==> src/rtl/pc_gen_if.sv <==
// Fetch-side bundle for pc_gen: the redirect sources and fetch handshake in, and the
// request PC with its slot qualifiers out.
interface pc_gen_if #(
    parameter int FETCH_WIDTH = 2
);
    logic                   fetch_ready;
    logic                   is_eret;
    logic [31:0]            epc;
    logic                   is_INTEXC;
    logic [31:0]            entrance;
    logic                   branch_taken;
    logic [31:0]            pc_branch;
    logic                   select_refetchD;
    logic [31:0]            refetchD_pc;
    logic                   decode_taken;
    logic [31:0]            pre_pc;
    logic                   zero_prej;
    logic                   pred_taken;
    logic [31:0]            pc_o;
    logic                   pc_valid_o;
    logic [FETCH_WIDTH-1:0] slot_mask_o;
    logic                   misalign_o;
    logic                   redirect_o;

    modport master (
        output fetch_ready, is_eret, epc, is_INTEXC, entrance, branch_taken, pc_branch,
               select_refetchD, refetchD_pc, decode_taken, pre_pc, zero_prej, pred_taken,
        input  pc_o, pc_valid_o, slot_mask_o, misalign_o, redirect_o
    );

    modport slave (
        input  fetch_ready, is_eret, epc, is_INTEXC, entrance, branch_taken, pc_branch,
               select_refetchD, refetchD_pc, decode_taken, pre_pc, zero_prej, pred_taken,
        output pc_o, pc_valid_o, slot_mask_o, misalign_o, redirect_o
    );
endinterface

==> src/rtl/pc_gen.sv <==
// Fetch-stage next-PC generator: prioritised redirects, bundle stepping, and a one-entry
// buffer that holds the strongest back-end redirect seen while fetch is stalled.
module pc_gen #(
    parameter int          FETCH_WIDTH = 2,
    parameter logic [31:0] RESET_PC    = 32'hbfc00000
) (
    input logic    clk,
    input logic    resetn,
    pc_gen_if.slave bus
);
    localparam int BSZ = FETCH_WIDTH * 4;

    typedef enum logic [2:0] {
        LVL_SEQ     = 3'd0,
        LVL_PRED    = 3'd1,
        LVL_ZERO    = 3'd2,
        LVL_DECODE  = 3'd3,
        LVL_REFETCH = 3'd4,
        LVL_BRANCH  = 3'd5,
        LVL_INTEXC  = 3'd6,
        LVL_ERET    = 3'd7
    } level_e;

    logic [31:0] pc_q;
    logic        valid_q;
    logic        redirect_q;
    logic        pend_valid;
    level_e      pend_lvl;
    logic [31:0] pend_tgt;

    logic [31:0] seq_pc;
    level_e      live_lvl;
    logic [31:0] live_tgt;
    level_e      fire_lvl;
    logic [31:0] fire_tgt;
    logic        fire;
    logic        latch_pend;
    logic [31:0] word_off;
    logic        misalign;

    assign seq_pc = (pc_q & ~32'(BSZ - 1)) + 32'(BSZ);
    assign fire   = valid_q & bus.fetch_ready;

    // NOTE: every combinational output gets a default first so no path can infer a latch.
    always_comb begin
        live_lvl = LVL_SEQ;
        live_tgt = seq_pc;
        if (bus.is_eret) begin
            live_lvl = LVL_ERET;    live_tgt = bus.epc;
        end else if (bus.is_INTEXC) begin
            live_lvl = LVL_INTEXC;  live_tgt = bus.entrance;
        end else if (bus.branch_taken) begin
            live_lvl = LVL_BRANCH;  live_tgt = bus.pc_branch;
        end else if (bus.select_refetchD) begin
            live_lvl = LVL_REFETCH; live_tgt = bus.refetchD_pc;
        end else if (bus.decode_taken) begin
            live_lvl = LVL_DECODE;  live_tgt = bus.pre_pc;
        end else if (bus.zero_prej) begin
            live_lvl = LVL_ZERO;    live_tgt = pc_q;
        end else if (bus.pred_taken) begin
            live_lvl = LVL_PRED;    live_tgt = bus.pre_pc;
        end
    end

    // Live beats pending on a tie; pending only wins when strictly stronger.
    always_comb begin
        fire_lvl = live_lvl;
        fire_tgt = live_tgt;
        if (pend_valid && (pend_lvl > live_lvl)) begin
            fire_lvl = pend_lvl;
            fire_tgt = pend_tgt;
        end
    end

    // Only back-end sources are buffered; the newest wins a tie with what is held.
    assign latch_pend = (live_lvl >= LVL_REFETCH) && (!pend_valid || (live_lvl >= pend_lvl));

    // NOTE: sequential state uses non-blocking assignments so every register samples pre-edge values.
    always_ff @(posedge clk or negedge resetn) begin
        if (!resetn) begin
            pc_q       <= RESET_PC;
            valid_q    <= 1'b0;
            redirect_q <= 1'b0;
            pend_valid <= 1'b0;
            pend_lvl   <= LVL_SEQ;
            pend_tgt   <= '0;
        end else begin
            valid_q <= 1'b1;
            if (fire) begin
                pc_q       <= fire_tgt;
                redirect_q <= (fire_lvl >= LVL_ZERO);
                pend_valid <= 1'b0;
            end else begin
                redirect_q <= 1'b0;
                if (latch_pend) begin
                    pend_valid <= 1'b1;
                    pend_lvl   <= live_lvl;
                    pend_tgt   <= live_tgt;
                end
            end
        end
    end

    assign misalign = (pc_q[1:0] != 2'b00);
    assign word_off = (pc_q >> 2) & 32'(FETCH_WIDTH - 1);

    always_comb begin
        bus.slot_mask_o = '0;
        for (int i = 0; i < FETCH_WIDTH; i++) begin
            if (!misalign && (32'(i) >= word_off)) bus.slot_mask_o[i] = 1'b1;
        end
    end

    assign bus.pc_o       = pc_q;
    assign bus.pc_valid_o = valid_q;
    assign bus.misalign_o = misalign;
    assign bus.redirect_o = redirect_q;
endmodule
==> src/flat_wrapper.sv <==
// flat-port wrapper written by rule: the top's interface ports become plain ports
module pc_gen_flat 
#(
    parameter int          FETCH_WIDTH = 2,
    parameter logic [31:0] RESET_PC    = 32'hbfc00000
)
  (clk, resetn, bus_fetch_ready, bus_is_eret, bus_epc, bus_is_INTEXC, bus_entrance, bus_branch_taken, bus_pc_branch, bus_select_refetchD, bus_refetchD_pc, bus_decode_taken, bus_pre_pc, bus_zero_prej, bus_pred_taken, bus_pc_o, bus_pc_valid_o, bus_slot_mask_o, bus_misalign_o, bus_redirect_o);
  pc_gen_if #(.FETCH_WIDTH(FETCH_WIDTH)) bus_i ();
  input logic clk;
  input logic resetn;
  input wire logic [$bits(bus_i.fetch_ready)-1:0] bus_fetch_ready;
  input wire logic [$bits(bus_i.is_eret)-1:0] bus_is_eret;
  input wire logic [$bits(bus_i.epc)-1:0] bus_epc;
  input wire logic [$bits(bus_i.is_INTEXC)-1:0] bus_is_INTEXC;
  input wire logic [$bits(bus_i.entrance)-1:0] bus_entrance;
  input wire logic [$bits(bus_i.branch_taken)-1:0] bus_branch_taken;
  input wire logic [$bits(bus_i.pc_branch)-1:0] bus_pc_branch;
  input wire logic [$bits(bus_i.select_refetchD)-1:0] bus_select_refetchD;
  input wire logic [$bits(bus_i.refetchD_pc)-1:0] bus_refetchD_pc;
  input wire logic [$bits(bus_i.decode_taken)-1:0] bus_decode_taken;
  input wire logic [$bits(bus_i.pre_pc)-1:0] bus_pre_pc;
  input wire logic [$bits(bus_i.zero_prej)-1:0] bus_zero_prej;
  input wire logic [$bits(bus_i.pred_taken)-1:0] bus_pred_taken;
  output wire logic [$bits(bus_i.pc_o)-1:0] bus_pc_o;
  output wire logic [$bits(bus_i.pc_valid_o)-1:0] bus_pc_valid_o;
  output wire logic [$bits(bus_i.slot_mask_o)-1:0] bus_slot_mask_o;
  output wire logic [$bits(bus_i.misalign_o)-1:0] bus_misalign_o;
  output wire logic [$bits(bus_i.redirect_o)-1:0] bus_redirect_o;
  assign bus_i.fetch_ready = bus_fetch_ready;
  assign bus_i.is_eret = bus_is_eret;
  assign bus_i.epc = bus_epc;
  assign bus_i.is_INTEXC = bus_is_INTEXC;
  assign bus_i.entrance = bus_entrance;
  assign bus_i.branch_taken = bus_branch_taken;
  assign bus_i.pc_branch = bus_pc_branch;
  assign bus_i.select_refetchD = bus_select_refetchD;
  assign bus_i.refetchD_pc = bus_refetchD_pc;
  assign bus_i.decode_taken = bus_decode_taken;
  assign bus_i.pre_pc = bus_pre_pc;
  assign bus_i.zero_prej = bus_zero_prej;
  assign bus_i.pred_taken = bus_pred_taken;
  assign bus_pc_o = bus_i.pc_o;
  assign bus_pc_valid_o = bus_i.pc_valid_o;
  assign bus_slot_mask_o = bus_i.slot_mask_o;
  assign bus_misalign_o = bus_i.misalign_o;
  assign bus_redirect_o = bus_i.redirect_o;
  pc_gen #(.FETCH_WIDTH(FETCH_WIDTH), .RESET_PC(RESET_PC)) u_core (.clk(clk), .resetn(resetn), .bus(bus_i));
endmodule
==> config.mk <==
export PLATFORM = sky130hd
export DESIGN_NAME = pc_gen_flat
export DESIGN_NICKNAME = d
export VERILOG_FILES = /design/src/rtl/pc_gen_if.sv /design/src/rtl/pc_gen.sv /design/src/flat_wrapper.sv
export SDC_FILE = /design/constraint.sdc
export NUM_CORES = 1
export LEC_CHECK = 0
export ABC_AREA = 1
export CORE_ASPECT_RATIO = 0.75
export CORE_MARGIN = 2
export CORE_UTILIZATION = 40
export CTS_CLUSTER_SIZE = 14
export DETAILED_ROUTE_END_ITERATION = 16
export PLACE_DENSITY_LB_ADDON = 0.3
export SLEW_MARGIN = 0
export SYNTH_ARGS = -nofsm -noshare
export SYNTH_HDL_FRONTEND = slang
export SYNTH_SLANG_ARGS = --single-unit
==> constraint.sdc <==
create_clock -name clk -period 3.4 [get_ports clk]
set_input_delay 0.51 -clock clk [delete_from_list [all_inputs] [get_ports clk]]
set_output_delay 0.51 -clock clk [all_outputs]
set_load 0.01 [all_outputs]
---- Word level (Yosys, flattened, before mapping) ----
Index checks and enable logic that the tools add are counted.
operators by class
  bitwise gates (word level) .............. 2
  $lt $le $gt $ge ......................... 6
  muxes and demuxes ....................... 21
  reduce and logical (&&, ||, !) cells .... 10
  add/subtract/negate cells ............... 1
operators by type and width
  kind                                                                number
  two-way mux 32 bit                                                  8
  adder 32 x 4 -> 32 bit (second input constant)                      1
  two-way mux 3 bit                                                   7
  two-way mux 1 bit                                                   6
  logical AND 1 bit                                                   4
  nonzero test 2 bit                                                  2
  greater-or-equal comparator 3 x 2 -> 1 bit (second input constant)  1
  greater-or-equal comparator 3 bit                                   1
  greater-or-equal comparator 3 bit (second input constant)           1
  greater-than comparator 3 bit                                       1
  greater-or-equal comparator 1 bit (first input constant)            2
  zero test 1 bit                                                     2
  AND reduction 2 bit                                                 1
  bitwise AND 1 bit                                                   1
  logical OR 1 bit                                                    1
  inverter 1 bit                                                      1
word-level totals
  logic and storage cells ................. 46
  register bits after elaboration ......... 70

---- Longest topological paths before layout ----
Gate-level depths: netlist of the first run.
  word-level depth ........................ 12
  gate-level depth with buffers ........... 16
  gate-level depth less buffers ........... 16

---- Worst setup path after synthesis of the first run ----
OpenSTA, ideal clock, no wires.
  kind .................................... input to register
  start point ............................. input bus_decode_taken
  end point ............................... register u_core.pend_lvl[2]
  buffers on the path ..................... 3
  arrival ................................. 2.465 ns
  setup slack ............................. 0.807 ns
  cell stages on the path ................. 13
  setup time .............................. 0.127 ns
  cell sequence ........................... buf_4 > nor2_4 > inv_2 > clkbuf_1 > a21oi_1 > ha_1 > nand2_1 > o21ai_0 > nand3_1 > inv_2 > nor3_4 > buf_4 > or2_2
on the way
  longest elaborated chain between the ends .. 9
  elaborated cells between the ends (all ways) .. 10
RTL lines
  item                               line                text
  start: declaration                 flat_wrapper.sv:20  input wire logic [$bits(bus_i.decode_taken)-1:0] bus_decode_taken;
  two-way mux 3 bit (*)              pc_gen.sv:56        end else if (bus.decode_taken) begin
  two-way mux 3 bit (*)              pc_gen.sv:54        end else if (bus.select_refetchD) begin
  two-way mux 3 bit (*)              pc_gen.sv:52        end else if (bus.branch_taken) begin
  two-way mux 3 bit (*)              pc_gen.sv:50        end else if (bus.is_INTEXC) begin
  two-way mux 3 bit (*)              pc_gen.sv:48        if (bus.is_eret) begin
  greater-or-equal comparator 3 bit  pc_gen.sv:76        assign latch_pend = (live_lvl >= LVL_REFETCH) && (!pend_valid || (live_lvl >= pend_lvl));
  logical OR 1 bit                   pc_gen.sv:76
  logical AND 1 bit                  pc_gen.sv:76
  AND reduction 2 bit (no line)      n/a
  end signal: assignment             pc_gen.sv:97        pend_lvl <= live_lvl;
  end: declaration                   pc_gen.sv:28        level_e pend_lvl;
Mark *: on every way between the ends. The rest lies on a longest branch, timed or not.
A chain may end at the register's enable or synchronous reset.

---- Worst setup path after layout of the first run ----
  start point ............................. input bus_decode_taken
  end point ............................... register u_core.pend_tgt[28]
on the way
  longest elaborated chain between the ends .. 9
  elaborated cells between the ends (all ways) .. 15
RTL lines
  item                               line          text
  two-way mux 3 bit (*)              pc_gen.sv:56
  two-way mux 3 bit (*)              pc_gen.sv:54
  two-way mux 3 bit (*)              pc_gen.sv:52
  two-way mux 3 bit (*)              pc_gen.sv:50
  two-way mux 3 bit (*)              pc_gen.sv:48
  named net u_core.live_lvl[0]       pc_gen.sv:32  level_e live_lvl;
  greater-or-equal comparator 3 bit  pc_gen.sv:76
  logical OR 1 bit                   pc_gen.sv:76
  logical AND 1 bit (*)              pc_gen.sv:76
  AND reduction 2 bit (no line) (*)  n/a
  end signal: assignment             pc_gen.sv:98  pend_tgt <= live_tgt;
  end: declaration                   pc_gen.sv:29  logic [31:0] pend_tgt;
Mark *: on every way through the listed nets, which the timed path passes. The rest lies on a longest branch.

==> results.json, run 1 <==
{
  "powerDensity_mw_per_mm2": 590,
  "fp-row-count": 37,
  "antenna_cells": 0,
  "hpwl_um": 17400,
  "hp-class": "input pin to async pin",
  "clk_pin_slew_worst_paths_ps": 60,
  "seqCellArea_mm2": 0.00176,
  "status": "finished clean",
  "ctsResizeCount": 0,
  "die_w_um": 141,
  "drv_slew": 0,
  "cts_buffer_depth": 2,
  "drt_iter0_drc": 698,
  "hold_viol_final": 0,
  "ys_seq_area_frac": 0.311,
  "yosysUniqueCellTypes": 44,
  "final_util": 0.597,
  "design.core.area_mm2": 0.0138,
  "crit_type": "input pin to register",
  "holdBufCountCts": 0,
  "fillers": 1284,
  "required_ps": 3640,
  "via_count": 6798,
  "ys_ff_latch": 70,
  "final.setup_skew_ps": 5.86,
  "synth_ff_type": "dfrtp_1",
  "multi_input_area_mm2": 0.00341,
  "vias_per_cell": 5.57,
  "overflow": 0,
  "worstSkewPairLatency_ps": 330,
  "synth_edf_count": 0,
  "cts_max_level": 3,
  "grt_pass1_vias": 6263,
  "fin_crit_sh": 0.854,
  "worst_setup_path_end_kind": "register",
  "grt_usage": 0.297,
  "post-route-min-period_ps": 2900,
  "initial_core_util": 0.411,
  "fmax_mhz": 345,
  "clockRootBuffer": "clkbuf_16",
  "ys_warn_count": 0,
  "cp_max_fo": 41,
  "syn_avg_cell_area_um2": 6.70,
  "cts_setup_buffers": 0,
  "drt_wl_total_um": 22400,
  "grt_max_degree": 58,
  "syn_inst": 846,
  "cts_tree": "built",
  "gp_congestion": 0.936,
  "critical_path_arrival_ps": 3150,
  "die_h_um": 107,
  "syn_to_final_growth_pct": 45.1,
  "slew_headroom": 0.316,
  "antenna_found_initial": 0,
  "maxCapViolCount": 0,
  "nets": 1214,
  "drive_gt1_frac": 0.105,
  "pre_cts_ws_ps": 203,
  "critPathLaunchType": "input pin",
  "grt_pass1_wl_um": 34500,
  "die_area_mm2": 0.0152,
  "peakVddDrop_mv": 0.459,
  "rsz0062_at_grt": "false",
  "ant_nets": 0,
  "avgRoutedWirePerCell_um": 18.3,
  "netlist_area_mm2": 0.00567,
  "cts_made_buffers": 9,
  "pin_count": 207,
  "dr.pass1.iters": 7,
  "clock-sinks": 70,
  "final-setup-viol-count": 0,
  "tightest_slew_ps": 1030,
  "syn_nets": 1020,
  "io_buffers": 206,
  "design_power_total_uw": 4860,
  "leakagePower_uw": 0.00359,
  "ys_async_sr_fraction": 1.00,
  "finalSetupTns_ps": 0,
  "drc": 0,
  "setup_ws_ps": 498
}
## stage by stage
step | hold WS (ps) | cell area, um2 | std cells
2_1_floorplan | 214 | 5670 | 846
3_3_place_gp | 466 | 7910 | 1204
3_5_place_dp | 469 | 7910 | 1204
4_1_cts | 205 | 8230 | 1220
5_1_grt | 238 | 8230 | 1220
6_report | 194 | 8230 | 1220
## worst paths after layout
check                                   startpoint  slack, ps             endpoint  depth (start not counted)
worst min-delay path                        resetn        190   u_core.pend_tgt[4]                          1
worst max-delay path              bus_decode_taken        500  u_core.pend_tgt[28]                         15
min in group clk                u_core.pend_tgt[0]        480   u_core.pend_tgt[0]                          2
worst min register to register  u_core.pend_tgt[0]        480   u_core.pend_tgt[0]                          2
worst max register to register  u_core.bus.pc_o[4]       1200  u_core.bus.pc_o[25]                         16
max in group asynchronous                   resetn       2370  u_core.bus.pc_o[23]                          2
## cells in the final DEF, fill, tap and decap left out, types with 23 or more instances in the layout
master,count
inv_1,60
dfrtp_1,61
o221a_2,23
nand2_1,234
a31oi_1,27
nand3_1,52
a22oi_1,26
o21ai_0,56
clkdlybuf4s50_1,205
buf_4,24
nor2_1,116
## per-layer routing
layer,up-vias,GRT usage,wire (um)
met5,-,0,0
met1,3167,0.436,10200
li1,3284,-,-
met2,329,0.449,9740
met4,0,0.0479,235
met3,18,0.0728,2190
## layout make-up
| class | count | area share |
|---|---|---|
| Clock buffer | 12 | 0.0299 |
| Clock inverter | 4 | 0.00851 |
| Inverter | 70 | 0.0319 |
| Multi-Input combinational cell | 658 | 0.415 |
| Sequential cell | 70 | 0.214 |
| Tap cell | 175 | 0.0266 |
| Timing Repair Buffer | 231 | 0.274 |
## critical path, cell delays in order
cell and delay (ps):
clkdlybuf4s50_1 530, nor2_2 140, inv_1 60, nand2_1 120, inv_1 100, a21oi_1 170
o21ai_0 140, ha_1 300, nand3_1 90, nand3_2 120, inv_2 60, nor3_4 120
buf_4 410, nor2_1 80, a31oi_1 170
## cells by family after synthesis
group / share of synthesized area
and+or+nand+nor: 0.333
xor gates and xnor gates: 0.0139
other: 0.000661
buffers and inverters: 0.0887
AOI/OAI and AO/OA: 0.244
DFF: 0.311
adders and majority gates: 0.00883
## registers in the layout, indices dropped and copies added, names as in the netlist
register               cells
u_core.pend_lvl            3
u_core.bus.pc_valid_o      1
u_core.pend_tgt           32
u_core.bus.pc_o           32
u_core.pend_valid          1
u_core.bus.redirect_o      1
## cell usage after synthesis (9+ instances only)
| library cell | instances | area share |
|---|---|---|
| nand2_1 | 234 | 0.15 |
| nor2_1 | 117 | 0.077 |
| dfrtp_1 | 61 | 0.27 |
| inv_1 | 60 | 0.040 |
| o21ai_0 | 56 | 0.049 |
| nand3_1 | 53 | 0.047 |
| a31oi_1 | 27 | 0.030 |
| a22oi_1 | 26 | 0.034 |
| clkbuf_1 | 25 | 0.017 |
| o221a_2 | 23 | 0.046 |
| a221oi_1 | 22 | 0.034 |
| buf_2 | 15 | 0.013 |
| o21ai_1 | 13 | 0.011 |
| o211ai_1 | 12 | 0.016 |
| a21oi_1 | 11 | 0.0097 |
| dfstp_2 | 9 | 0.042 |
| inv_2 | 9 | 0.0060 |
## power by group
group / total (uW) / switching, uW / internal (uW)
Sequential: 1710 / 469 / 1240
Combinational: 2150 / 1150 / 998
Clock: 999 / 340 / 660
Note: power is estimated with default switching activity, not from simulation.
==> inputs of run 2 (changes only) <==
MAX_ROUTING_LAYER = met4   (was default)
PLACE_DENSITY = 0.78   (was default)
PLACE_DENSITY_LB_ADDON = default   (was 0.3)
==> run 2 against run 1 <==
Cell area increased by 0.27%. Combinational power increased by 2%. Global-route usage increased by 1.5 points. Die area unchanged. Sequential power about the same. Via count increased by 0.74%. Clock power decreased by 4.7%. Clock-buffer cell count decreased by 1. Non-clock buffer count increased by 3. Register-to-register slack got worse by 40 ps. Core utilization increased by 0.16 points. Largest power group unchanged.
==> results.json, run 2 (synthesized netlist as in run 1, its figures left out) <==
{
  "status": "finished clean",
  "hold_ws_ps": 164,
  "syn_to_final_growth_pct": 45.5,
  "grt_pass1_vias": 6362,
  "grt_util_met3": 0.0643,
  "grt_usage": 0.311,
  "post-route-min-period_ps": 2820,
  "cts_setup_buffers": 0,
  "ctsResizeCount": 0,
  "grtUsageMet1": 0.461,
  "initial_core_util": 0.411,
  "peakVddDrop_mv": 0.398,
  "fp-row-count": 37,
  "clockRootBuffer": "clkbuf_16",
  "via_count": 6848,
  "ant_nets": 0,
  "drt_iter0_drc": 852,
  "crit_type": "input pin to register",
  "powerDensity_mw_per_mm2": 588,
  "dr.pass1.iters": 5,
  "critPathLaunchType": "input pin",
  "pin_count": 207,
  "cts_tree": "built",
  "worstSkewPairLatency_ps": 340,
  "grt_max_degree": 49,
  "vias_per_cell": 5.60,
  "final_common_cell": "nand2_1",
  "fin_crit_sh": 0.831,
  "fmax_mhz": 354,
  "maxCapViolCount": 0,
  "gp_congestion": 0.981,
  "cts_max_level": 3,
  "clock-sinks": 70,
  "tightest_slew_ps": 859,
  "final.setup_skew_ps": 5.80,
  "clk_pin_slew_worst_paths_ps": 60,
  "nets": 1217,
  "hold_viol_final": 0,
  "slew_headroom": 0.426,
  "drive_gt1_frac": 0.108,
  "die_h_um": 107,
  "finalSetupTns_ps": 0,
  "final-setup-viol-count": 0,
  "critical_path_arrival_ps": 3080,
  "worst_setup_path_end_kind": "register",
  "io_buffers": 206,
  "antenna_cells": 0,
  "die_area_mm2": 0.0152,
  "design.core.area_mm2": 0.0138,
  "cp_max_fo": 26,
  "busiest_layer": "met1",
  "cts_buffer_depth": 2,
  "hpwl_um": 17200,
  "grtUsageMet2": 0.440,
  "cts_made_buffers": 9,
  "grt_pass1_wl_um": 35400,
  "overflow": 0,
  "avgRoutedWirePerCell_um": 18.3,
  "antenna_found_initial": 0,
  "required_ps": 3660,
  "drt_wl_total_um": 22400,
  "drc": 0,
  "leakagePower_uw": 0.00359,
  "die_w_um": 141,
  "rsz0062_at_grt": "false",
  "most-common-layout-cells": "nand2_1, clkdlybuf4s50_1, nor2_1",
  "drv_slew": 0,
  "hp-class": "input pin to async pin",
  "holdBufCountCts": 0
}
## run 2: changes by cell type in the layout (fill, tap and decap cells not counted), sizes merged
cell      previous run  this run
buf                 26        29
bufinv               2         1
clkbuf              12        11
clkinv               3         2
clkinvlp             0         2
inv                 69        70
## run 2: report_power, final
group	total, uW	internal, uW	switching (uW)
combinational	2200	1030	1180
clock	952	570	382
sequential	1700	1230	461
## run 2: metrics by stage
step	util	worst slack, ps	area (um2)	power, uW	std cells
4_1_cts	0.598	577	8250	4810	1223
5_1_grt	0.598	336	8250	5160	1223
3_3_place_gp	0.577	352	7960	3810	1207
3_5_place_dp	0.577	239	7960	3850	1207
6_report	0.598	576	8250	4850	1223
2_1_floorplan	-	807	5670	2780	846
## run 2: critical path, cell delays in order
cell             delay (ps)
clkdlybuf4s50_1         480
buf_4                   250
nor2_4                  210
inv_2                    50
a21oi_1                 190
ha_1                    280
nand2_1                  70
o21ai_0                  90
nand3_2                 130
inv_2                    60
nor3_4                  200
buf_4                   320
nor2_1                   70
a31oi_1                 160
## run 2: cell type report
| class | instances | area [um2] |
|---|---|---|
| clock buffer | 11 | 233 |
| clock inverter | 5 | 58.8 |
| fill | 1279 | 5540 |
| inverter | 70 | 263 |
| multi-input combinational | 658 | 3410 |
| sequential | 70 | 1760 |
| tap | 175 | 219 |
| timing repair buffer | 234 | 2300 |
## run 2: metal layers
layer,wire (um),up-vias
li1,-,3285
met1,10300,3192
met2,9510,345
met3,2330,26
met4,320,0
met5,0,-
## run 2: worst paths after layout
path                                    startpoint                  end  slack, ps  cells past startpoint
worst max-delay path              bus_decode_taken  u_core.pend_tgt[26]        580                     14
worst min-delay path                        resetn  u_core.pend_tgt[22]        160                      1
worst max register to register  u_core.bus.pc_o[4]  u_core.bus.pc_o[11]       1160                     12
worst min register to register  u_core.pend_tgt[0]   u_core.pend_tgt[0]        480                      2
max in group asynchronous                   resetn  u_core.bus.pc_o[31]       2460                      2
min in group clk                u_core.pend_tgt[0]   u_core.pend_tgt[0]        480                      2
